<file path="src/rtl/store_buffer_pkg.sv">
// Shared types and constants for the store buffer: funct3 encodings,
// cache data bus width, entry payload and FSM states.
package store_buffer_pkg;
  localparam logic [2:0] INST_SB = 3'b000;
  localparam logic [2:0] INST_SH = 3'b001;
  localparam logic [2:0] INST_SW = 3'b010;

  localparam int          CACHE_DATA_W = 32;
  localparam logic [31:0] ZERO_WORD    = 32'h0000_0000;

  typedef enum logic {S_IDLE, S_WRITE} sb_state_t;

  // Lane-aligned payload of one queued store.
  typedef struct packed {
    logic [CACHE_DATA_W-1:0] data;
    logic [3:0]              be;
  } sb_lane_t;
endpackage

</file>
<file path="src/rtl/store_buffer_if.sv">
// Cache write port: registered request from the store buffer, waitrequest
// back from the cache.
interface store_buffer_if #(parameter int AW = 32) ();
  logic          o_p_write;
  logic [AW-1:0] o_p_address;
  logic [31:0]   o_p_writedata;
  logic [3:0]    o_p_byteenable;
  logic          i_p_waitrequest;

  modport master (
    output o_p_write, o_p_address, o_p_writedata, o_p_byteenable,
    input  i_p_waitrequest
  );
  modport slave (
    input  o_p_write, o_p_address, o_p_writedata, o_p_byteenable,
    output i_p_waitrequest
  );
endinterface

</file>
<file path="src/rtl/store_buffer_align.sv">
// Store alignment: replicates store data across byte lanes and builds the
// byte enables from the low address bits. Unknown funct3 yields valid=0.
module store_align
  import store_buffer_pkg::*;
(
  input  logic [2:0]  funct3,
  input  logic [1:0]  offset,
  input  logic [31:0] wdata,
  output logic [31:0] data,
  output logic [3:0]  be,
  output logic        valid
);
  // Lane replication and enable generation per store width.
  always_comb begin
    data  = ZERO_WORD;
    be    = 4'b0000;
    valid = 1'b0;
    case (funct3)
      INST_SB: begin
        data  = {4{wdata[7:0]}};
        be    = 4'b0001 << offset;
        valid = 1'b1;
      end
      INST_SH: begin
        // Only offset 0 selects the low half, mirroring load-side extraction.
        data  = {2{wdata[15:0]}};
        be    = (offset == 2'b00) ? 4'b0011 : 4'b1100;
        valid = 1'b1;
      end
      INST_SW: begin
        data  = wdata;
        be    = 4'b1111;
        valid = 1'b1;
      end
      default: ;
    endcase
  end
endmodule

</file>
<file path="src/rtl/store_buffer.sv">
// Store buffer: aligns stores from EX, queues them in a DEPTH-entry FIFO and
// drains them in order to the cache with a write/waitrequest handshake.
// Flags loads whose word matches any queued or in-flight store.
module store_buffer
  import store_buffer_pkg::*;
#(
  parameter int DEPTH = 4,
  parameter int AW    = 32
) (
  input  logic               clk,
  input  logic               rst,
  input  logic               ex_write_mem,
  input  logic [AW-1:0]      ex_addr,
  input  logic [31:0]        ex_wdata,
  input  logic [2:0]         ex_funct3,
  output logic               sb_full_o,
  output logic               sb_empty_o,
  store_buffer_if.master     cache,
  input  logic [AW-1:0]      ld_check_addr,
  output logic               ld_hazard_o
);
  localparam int PW = $clog2(DEPTH);

  logic [AW-3:0]    waddr_q [DEPTH];
  sb_lane_t         lane_q  [DEPTH];
  logic [DEPTH-1:0] valid_q;
  logic [PW-1:0]    rd_ptr, wr_ptr, rd_nxt;
  logic [PW:0]      count, count_next;
  sb_state_t        state, state_next;

  logic [31:0] al_data;
  logic [3:0]  al_be;
  logic        al_ok;
  logic        push, pop, load_head, load_nxt;
  logic [AW-1:0] ld_word;

  store_align u_align (
    .funct3 (ex_funct3),
    .offset (ex_addr[1:0]),
    .wdata  (ex_wdata),
    .data   (al_data),
    .be     (al_be),
    .valid  (al_ok)
  );

  // Full is the registered flag, so a same-cycle pop never admits a push.
  assign push    = ex_write_mem && !sb_full_o && al_ok;
  assign rd_nxt  = rd_ptr + PW'(1);
  assign ld_word = ld_check_addr >> 2;

  // Occupancy update from push/pop.
  always_comb begin
    count_next = count;
    case ({push, pop})
      2'b10:   count_next = count + (PW+1)'(1);
      2'b01:   count_next = count - (PW+1)'(1);
      default: ;
    endcase
  end

  // Entry storage; contents are qualified by valid_q so no reset needed.
  always_ff @(posedge clk) begin
    if (push) begin
      waddr_q[wr_ptr] <= ex_addr[AW-1:2];
      lane_q[wr_ptr]  <= '{data: al_data, be: al_be};
    end
  end

  // Pointers, valid bits, count and registered full/empty flags.
  always_ff @(posedge clk) begin
    if (rst) begin
      valid_q    <= '0;
      rd_ptr     <= '0;
      wr_ptr     <= '0;
      count      <= '0;
      sb_full_o  <= 1'b0;
      sb_empty_o <= 1'b1;
    end else begin
      if (pop) begin
        valid_q[rd_ptr] <= 1'b0;
        rd_ptr          <= rd_nxt;
      end
      if (push) begin
        valid_q[wr_ptr] <= 1'b1;
        wr_ptr          <= wr_ptr + PW'(1);
      end
      count      <= count_next;
      sb_full_o  <= (count_next == (PW+1)'(DEPTH));
      sb_empty_o <= (count_next == '0);
    end
  end

  // FSM state register.
  always_ff @(posedge clk) begin
    if (rst) state <= S_IDLE;
    else     state <= state_next;
  end

  // FSM next state: issue head from IDLE, pop on accept, chain if more remain.
  always_comb begin
    state_next = state;
    pop        = 1'b0;
    load_head  = 1'b0;
    load_nxt   = 1'b0;
    case (state)
      S_IDLE: begin
        if (count != '0) begin
          load_head  = 1'b1;
          state_next = S_WRITE;
        end
      end
      S_WRITE: begin
        if (!cache.i_p_waitrequest) begin
          pop = 1'b1;
          // Same-cycle push is not considered; count excludes it here.
          if (count > (PW+1)'(1)) load_nxt   = 1'b1;
          else                    state_next = S_IDLE;
        end
      end
      default: state_next = S_IDLE;
    endcase
  end

  // Registered cache request; held stable while waitrequest is high.
  always_ff @(posedge clk) begin
    if (rst) begin
      cache.o_p_write      <= 1'b0;
      cache.o_p_address    <= '0;
      cache.o_p_writedata  <= ZERO_WORD;
      cache.o_p_byteenable <= 4'b0000;
    end else if (load_head) begin
      cache.o_p_write      <= 1'b1;
      cache.o_p_address    <= {waddr_q[rd_ptr], 2'b00};
      cache.o_p_writedata  <= lane_q[rd_ptr].data;
      cache.o_p_byteenable <= lane_q[rd_ptr].be;
    end else if (load_nxt) begin
      cache.o_p_write      <= 1'b1;
      cache.o_p_address    <= {waddr_q[rd_nxt], 2'b00};
      cache.o_p_writedata  <= lane_q[rd_nxt].data;
      cache.o_p_byteenable <= lane_q[rd_nxt].be;
    end else if (pop) begin
      cache.o_p_write      <= 1'b0;
    end
  end

  // Word-granular match against every valid entry, in-flight head included.
  always_comb begin
    ld_hazard_o = 1'b0;
    for (int i = 0; i < DEPTH; i++)
      if (valid_q[i] && ({2'b00, waddr_q[i]} == ld_word)) ld_hazard_o = 1'b1;
  end
endmodule
</file>
<file path="src/flat_wrapper.sv">
// flat-port wrapper written by rule: the top's interface ports become plain ports
module store_buffer_flat import store_buffer_pkg::*;
#(
  parameter int DEPTH = 4,
  parameter int AW    = 32
)
  (clk, rst, ex_write_mem, ex_addr, ex_wdata, ex_funct3, sb_full_o, sb_empty_o, ld_check_addr, ld_hazard_o, cache_o_p_write, cache_o_p_address, cache_o_p_writedata, cache_o_p_byteenable, cache_i_p_waitrequest);
  store_buffer_if #(.AW(AW)) cache_i ();
  input  logic clk;
  input  logic rst;
  input  logic ex_write_mem;
  input  logic [AW-1:0] ex_addr;
  input  logic [31:0] ex_wdata;
  input  logic [2:0] ex_funct3;
  output logic sb_full_o;
  output logic sb_empty_o;
  input  logic [AW-1:0] ld_check_addr;
  output logic ld_hazard_o;
  output wire logic [$bits(cache_i.o_p_write)-1:0] cache_o_p_write;
  output wire logic [$bits(cache_i.o_p_address)-1:0] cache_o_p_address;
  output wire logic [$bits(cache_i.o_p_writedata)-1:0] cache_o_p_writedata;
  output wire logic [$bits(cache_i.o_p_byteenable)-1:0] cache_o_p_byteenable;
  input wire logic [$bits(cache_i.i_p_waitrequest)-1:0] cache_i_p_waitrequest;
  assign cache_o_p_write = cache_i.o_p_write;
  assign cache_o_p_address = cache_i.o_p_address;
  assign cache_o_p_writedata = cache_i.o_p_writedata;
  assign cache_o_p_byteenable = cache_i.o_p_byteenable;
  assign cache_i.i_p_waitrequest = cache_i_p_waitrequest;
  store_buffer #(.DEPTH(DEPTH), .AW(AW)) u_core (.clk(clk), .rst(rst), .ex_write_mem(ex_write_mem), .ex_addr(ex_addr), .ex_wdata(ex_wdata), .ex_funct3(ex_funct3), .sb_full_o(sb_full_o), .sb_empty_o(sb_empty_o), .cache(cache_i), .ld_check_addr(ld_check_addr), .ld_hazard_o(ld_hazard_o));
endmodule
</file>
<file path="config.mk">
export PLATFORM = sky130hd
export DESIGN_NAME = store_buffer_flat
export DESIGN_NICKNAME = d
export VERILOG_FILES = /design/src/rtl/store_buffer_pkg.sv /design/src/rtl/store_buffer_if.sv /design/src/rtl/store_buffer_align.sv /design/src/rtl/store_buffer.sv /design/src/flat_wrapper.sv
export SDC_FILE = /design/constraint.sdc
export NUM_CORES = 1
export LEC_CHECK = 0
export CORE_MARGIN = 4
export CORE_UTILIZATION = 41
export CTS_CLUSTER_SIZE = 24
export DETAILED_ROUTE_END_ITERATION = 10
export SYNTH_ARGS = -nofsm -noshare
export SYNTH_HDL_FRONTEND = slang
export SYNTH_HIERARCHICAL = 1
export SYNTH_SLANG_ARGS = --single-unit
</file>
<file path="constraint.sdc">
create_clock -name clk -period 5.23 [get_ports clk]
set_input_delay 1.569 -clock clk [delete_from_list [all_inputs] [get_ports clk]]
set_output_delay 1.569 -clock clk [all_outputs]
set_load 0.05 [all_outputs]
</file>
==> impl_results.md, run 1 <==
- Most instantiated cells after synthesis: sky130_fd_sc_hd__edfxtp_1 (264), sky130_fd_sc_hd__mux4_2 (132), sky130_fd_sc_hd__nor2_1 (87)
- Number of global-route vias before repair: 10500
- Register bit total from synthesis: about 350
- Setup Fix Bufs, Post-CTS: 0
- Time the worst path needs with I/O delays and setup: 5150 ps
- Height of the chip: 211 µm
- Final Cycle Share: 0.985
- Placed wire-length estimate: 30400 µm
- Worst r2r path cells: 6
- CP Capture Type: primary output
- Warning count from the yosys run: 6
- Initial core utilization: 0.419
- Number of instances on the worst hold path: 2
- Top cells by area, synth: sky130_fd_sc_hd__edfxtp_1 (47%), sky130_fd_sc_hd__mux4_2 (18%), sky130_fd_sc_hd__dfxtp_1 (9.9%)
- Remaining design rule violation count: 0
- Maximum clock skew at final layout: 17.2 ps
- Inserted Clock Buffers: 39
- Tightest Hold Check Type: flip-flop to flip-flop
- Share of flip-flops with an asynchronous set or reset: 0
- Result of the run: complete, no violations
- Iteration-0 DRC count of the detailed router: 810
- Aggregate global routing overflow: 0
- Measured slew at the worst slew-check pin: 1070 ps
- Part of the Yosys area used for sequential elements: 0.570
- Post-Synth Simple-Gate Area: 0.0486
- Power per cell area: around 370 mW/mm²
- Post-route insts no fill: 1823
- H-tree depth: 2
- Initial antenna violation count: 5
- Number of library cell types mapped by synthesis: 39
- Area added between synthesis and finish: 21.3%
- Area taken by flip-flops and latches: 0.00960 mm²
- Worst voltage drop across the vdd grid: approximately 0.28 mV
- Clock sink count: 347
- Worst-case clock buffer depth: 3
- TritonCTS clock tree: yes
- Final Routed Wirelength: about 46000 µm
- Wire length of the first global-routing pass: 67900 µm
- Row Count: 73
- Compound-gate portion of the synthesized area: 0.0545
- Leakage power: 6.90 nW
- Count of flip-flops with a built-in enable after synthesis: 264
- Multi-input gate area in the final layout: 0.00667 mm²
- Min Hold Slack: 493 ps
- Area of the die: approximately 0.044 mm²
- Xor/xnor cell area share of the yosys netlist: 0.0635
- Final setup TNS: 0 ps
- Share of synthesized area spent on multiplexers: 0.217
- Final hold vios: 0
- Via Count: 10400
- Filler cell count in the final layout: 3356
- Primary FF master, synth: sky130_fd_sc_hd__edfxtp_1
- Most area-hungry cell type in the Yosys netlist: sky130_fd_sc_hd__edfxtp_1
- Total core area: 0.0401 mm²
- RePlAce Congestion: between 0.8 and 0.9
- Routed via count divided by cell count: 5.71
- Pin count of the biggest net entering global routing: 93
- Drt wl/cell: 25.3 µm
- Register clock-pin slew on the reported worst setup and hold paths: 60 ps
- Worst EP arrival: 3580 ps
- Fin nets: 1382
- Unrepaired setup endpoints after global routing: false
- Average instance area after synthesis: 15.3 µm²
- Remaining number of nets flagged by the antenna check after routing: 0
- Placed instance count: 1749
- Most frequent cell after synthesis: sky130_fd_sc_hd__edfxtp_1
- Worst slew slack as a fraction of its limit: 0.285
- Die W: between 200 and 250 µm
- GR Util All Layers: 0.206
- Number of iterations in the first detailed-routing pass: 5
- Startpoint class of the critical path: input port
- Fraction of layout cells with a size suffix above 1: 0.194
- Synthesized netlist cell count: 1100
- Largest family of logic cells by synthesized area: multiplexers
- Synth top area share: 0.471
- Final setup violating endpoints: 0
- Maximum net fanout on the critical path: 3
- CTS Root Cell: sky130_fd_sc_hd__clkbuf_16
- Post-synthesis share of cell area spent on full adders, half adders and majority gates: 0.0104
- FMAX: 0.194 GHz
- Number of max-slew violations in the final report: 0
- Data required, critical path: 3660 ps
- Synth Cell Area: 0.0168 mm²
- Type of the setup path with the least slack: input port to primary output
- I/O Buffers: between 150 and 200
- Number of max-capacitance violations reported: 0
- Clk_lat worst skew: around 550 ps
- Number of placed I/O pins: 175
-- placed cells by master (no fill, tap or decap), drive strengths merged, types with 2 or more instances in the layout --
cell type / instances
diode: 3
a211oi: 68
a21oi: 37
conb: 2
o21ai: 7
ha: 14
nor2: 87
nor2b: 11
o22ai: 21
and2: 12
clkinv: 8
inv: 16
clkbuf: 56
clkdlybuf4s50: 168
bufinv: 5
mux2i: 67
nor4: 16
dfxtp: 83
edfxtp: 264
mux4: 132
nand2: 18
buf: 46
xnor2: 78
xor2: 44
nand4: 25
-- registers in the layout, indices dropped and copies added (netlist names), 2 cells and up, named ones only --
name / cells
u_core/cache.o_p_writedata: 32
u_core/cache.o_p_address: 30
u_core/cache.o_p_byteenable: 4
u_core/waddr_q: 120
u_core/count: 3
u_core/wr_ptr: 2
u_core/valid_q: 4
u_core/lane_q: 144
u_core/rd_ptr: 2
-- worst max-delay path: stages --
cell	delay [ps]
sky130_fd_sc_hd__clkdlybuf4s50_1	460
sky130_fd_sc_hd__buf_4	180
sky130_fd_sc_hd__xnor2_1	330
sky130_fd_sc_hd__nand4_1	160
sky130_fd_sc_hd__nor4_1	320
sky130_fd_sc_hd__nand4_1	140
sky130_fd_sc_hd__nand4_1	240
sky130_fd_sc_hd__buf_12	170
-- logic make-up after synthesis --
family / Yosys count
AO/OA/AOI/OAI: 138
XOR/XNOR: 122
adder cells (fa/ha/maj): 14
buffers and inverters: 106
flip-flops: 347
multiplexers: 199
other: 1
AND/OR/NAND/NOR: 173
-- stage by stage --
| stage | setup WS [ps] | total power (W) | cell area, µm² | util |
|---|---|---|---|---|
| after floorplan | 826 | 0.00423 | 16800 | - |
| after global placement | 78.4 | 0.00474 | 19100 | 0.476 |
| after detailed placement | 83.9 | 0.00475 | 19100 | 0.476 |
| after CTS | 62.2 | 0.00756 | 20400 | 0.508 |
| after global routing | 22.6 | 0.00777 | 20400 | 0.509 |
| final | 81.0 | 0.00748 | 20400 | 0.509 |
-- where the power goes --
| part | leakage [nW] | internal, W | switching (W) |
|---|---|---|---|
| clock | 0.636 | 0.00171 | 0.00108 |
| combinational | 3.15 | 0.000582 | 0.000854 |
| sequential | 3.11 | 0.00312 | 0.000132 |
-- what timing repair did --
action / CTS / global route
setup endpoints to repair: 0 / 1
hold buffers: 0 / 0
endpoints found under the hold margin: 0 / 0
resized for setup: 0 / 2
-- per-layer routing --
| layer | wire [µm] | track usage | vias up |
|---|---|---|---|
| li1 | - | - | 4645 |
| met1 | 19900 | 0.293 | 5376 |
| met2 | 22000 | 0.326 | 316 |
| met3 | 3310 | 0.0467 | 63 |
| met4 | 915 | 0.0483 | 6 |
| met5 | 41 | 0 | - |
-- area by class of cell --
| cell class | count | area share |
|---|---|---|
| antenna | 3 | 0.000368 |
| clock buffer | 56 | 0.0535 |
| clock inverter | 15 | 0.0105 |
| inverter | 15 | 0.00276 |
| multi-input combinational | 648 | 0.327 |
| sequential | 347 | 0.471 |
| tap | 525 | 0.0322 |
| timing repair buffer | 214 | 0.103 |
-- final timing paths --
kind	from	slack (ps)	endpoint
worst max-delay path	ld_check_addr[11]	80	ld_hazard_o
worst min-delay path	u_core/cache.o_p_write$_SDFFE_PP0P_	490	u_core/cache.o_p_write$_SDFFE_PP0P_
worst max register to register	u_core/rd_ptr[0]$_SDFFE_PP0P_	2100	u_core/cache.o_p_writedata[4]$_SDFFE_PP0P_
worst min register to register	u_core/cache.o_p_write$_SDFFE_PP0P_	490	u_core/cache.o_p_write$_SDFFE_PP0P_
Power figures use the tool's default switching activity.
==> inputs of run 2 (changes only) <==
--- a/config.mk
+++ b/config.mk
@@ -7,6 +7,7 @@
 export LEC_CHECK = 0
 export CORE_MARGIN = 4
 export CORE_UTILIZATION = 41
+export CTS_BUF_LIST = sky130_fd_sc_hd__clkbuf_2
 export CTS_CLUSTER_SIZE = 24
 export DETAILED_ROUTE_END_ITERATION = 10
 export SYNTH_ARGS = -nofsm -noshare
==> run 2 against run 1 <==
Maximum frequency about the same. Worst hold slack improved by 1.2 ps. Combinational power about the same. Total power decreased by 9.2%. Utilization decreased by 0.87 points. Global-route usage increased by 0.40 points. Via count increased by 3.3%. Critical path type unchanged. Largest cell class unchanged.
==> impl_results.md, run 2 (synthesis gave the netlist of run 1 again) <==
- Result of the run: complete, no violations
- Fraction of layout cells with a size suffix above 1: 0.252
- Inserted Clock Buffers: 93
- Die W: 211 µm
- Crit path top cell by count: sky130_fd_sc_hd__nand4_1
- Data required, critical path: between 3000 and 4000 ps
- Final setup TNS: 0 ps
- Crit path cell chain: clkdlybuf4s50_1 > xnor2_1 > nand4_1 > nor4_1 > nand4_1 > nand4_1 > buf_12
- TritonCTS clock tree: yes
- Hold buffer count at cts: 0
- Area added between synthesis and finish: 19.2%
- Worst setup path start: ld_check_addr[2]
- Number of placed I/O pins: roughly 180
- Worst-case clock buffer depth: 3
- Registers with the highest flip-flop counts: u_core/lane_q x144, u_core/waddr_q x120, u_core/cache.o_p_writedata x32
- Largest register FFs: 144
- Final setup margin: 84.6 ps
- Worst min-delay path startpoint: u_core/cache.o_p_write$_SDFFE_PP0P_
- Area of the die: roughly 0.044 mm²
- Initial antenna violation count: 6
- Met2 usage in global routing: 0.337
- Remaining design rule violation count: 0
- Time the worst path needs with I/O delays and setup: 5150 ps
- Number of max-slew violations in the final report: 0
- Final hold vios: 0
- RePlAce Congestion: 0.834
- Worst EP arrival: 3580 ps
- Type of the setup path with the least slack: input port to primary output
- Most frequent cells in the layout: sky130_fd_sc_hd__edfxtp_1 (264), sky130_fd_sc_hd__clkdlybuf4s50_1 (168), sky130_fd_sc_hd__clkbuf_2 (146)
- Grt peak-use layer: met2
- CTS Root Cell: sky130_fd_sc_hd__clkbuf_2
- Measured slew at the worst slew-check pin: 1060 ps
- Leakage power: about 7.0 nW
- Worst slew slack as a fraction of its limit: 0.293
- Number of instances on the worst hold path: 2
- CP Capture Type: primary output
- Global routing usage on met1: 0.290
- Endpoint of the worst hold-timing path: u_core/cache.o_p_write$_SDFFE_PP0P_
- Fin nets: 1436
- Total core area: 0.0401 mm²
- FF-to-FF Start: u_core/rd_ptr[0]$_SDFFE_PP0P_
- Pin count of the biggest net entering global routing: 93
- Met3 Resource Use GR: 0.0448
- Height of the chip: 211 µm
- Tightest Hold Check Type: flip-flop to flip-flop
- Setup Fix Bufs, Post-CTS: 0
- Final Routed Wirelength: 46800 µm
- Resized Gates After CTS: 0
- Register clock-pin slew on the reported worst setup and hold paths: 90 ps
- Placed wire-length estimate: about 30000 µm
- Most common cell after layout, fill and taps aside: sky130_fd_sc_hd__edfxtp_1
- Reg2reg setup slack: around 2100 ps
- Routed via count divided by cell count: 5.60
- Via Count: roughly 11000
- Worst voltage drop across the vdd grid: around 0.32 mV
- Clock sink count: 347
- Unrepaired setup endpoints after global routing: false
- Delay contributed by the slowest stage of the critical path: 530 ps
- Final setup violating endpoints: 0
- Register bank with the most flops: u_core/lane_q
- Aggregate global routing overflow: 0
- Wire length of the first global-routing pass: 69500 µm
- Final Cycle Share: 0.984
- Worst r2r path cells: 6
- Number of max-capacitance violations reported: 0
- Placement-stage worst setup slack: approximately 84 ps
- Maximum net fanout on the critical path: 4
- Drt wl/cell: 24.4 µm
- Number of iterations in the first detailed-routing pass: 5
- GR Util All Layers: 0.210
- Remaining number of nets flagged by the antenna check after routing: 0
- Slowest cell on crit path: sky130_fd_sc_hd__clkdlybuf4s50_1
- Initial core utilization: 0.419
- Clk_lat worst skew: ~1000 ps
- Iteration-0 DRC count of the detailed router: 932
- Reg-to-Reg End: u_core/cache.o_p_writedata[4]$_SDFFE_PP0P_
- Power per cell area: 338 mW/mm²
- H-tree depth: 3
- Startpoint class of the critical path: input port
- FMAX: between 0.15 and 0.2 GHz
- Maximum clock skew at final layout: 67.6 ps
- Row Count: 73
- Number of global-route vias before repair: 11000
- I/O Buffers: 170
[run 2: cell types whose count changed in the layout (fill, tap and decap cells not counted), sizes merged]
cell and delta:
clkbuf +90, clkinv +9, clkinvlp -1
[run 2: layout make-up]
class	instances	area [µm²]
Multi-Input combinational cell	648	6670
Clock inverter	23	228
Sequential cell	347	9600
Tap cell	525	657
Timing Repair Buffer	214	2100
Fill cell	3474	20000
Antenna cell	3	7.51
Clock buffer	146	731
Inverter	15	56.3
[run 2: worst max path at each step]
stage               cells past startpoint                       endpoint
global route                            8                    ld_hazard_o
floorplan                               5  u_core/lane_q[1][0]$_DFFE_PP_
finish                                  7                    ld_hazard_o
global placement                        7                    ld_hazard_o
CTS                                     7                    ld_hazard_o
detailed placement                      7                    ld_hazard_o
[run 2: report_power, final]
| part | leakage, nW | total (W) | switching, W | internal (W) |
|---|---|---|---|---|
| combinational | 3.15 | 0.00144 | 0.000855 | 0.000582 |
| sequential | 3.11 | 0.00324 | 0.000131 | 0.00311 |
| clock | 0.720 | 0.00211 | 0.00112 | 0.000983 |
| total | 6.98 | 0.00679 | 0.00211 | 0.00468 |
[run 2: stage by stage]
stage / power [W] / hold WS, ps / cells / cell area [µm²] / util
after global placement: 0.00474 / 475 / 1749 / 19100 / 0.476
after CTS: 0.00689 / 498 / 1918 / 20000 / 0.499
final: 0.00679 / 495 / 1921 / 20100 / 0.500
after floorplan: 0.00423 / 456 / 1101 / 16800 / -
after global routing: 0.00713 / 511 / 1920 / 20000 / 0.500
after detailed placement: 0.00475 / 483 / 1749 / 19100 / 0.476
[run 2: critical path: cells and delay by family]
kind          cells  cell delay [ps]
xor+xnor          1              350
buf+inv           2              700
simple gates      4              950
[run 2: per-layer routing]
metal  wire length, µm  part of all wire
met2             22700              0.48
met3              2940             0.063
met4               900             0.019
met5                48            0.0010
met1             20300              0.43
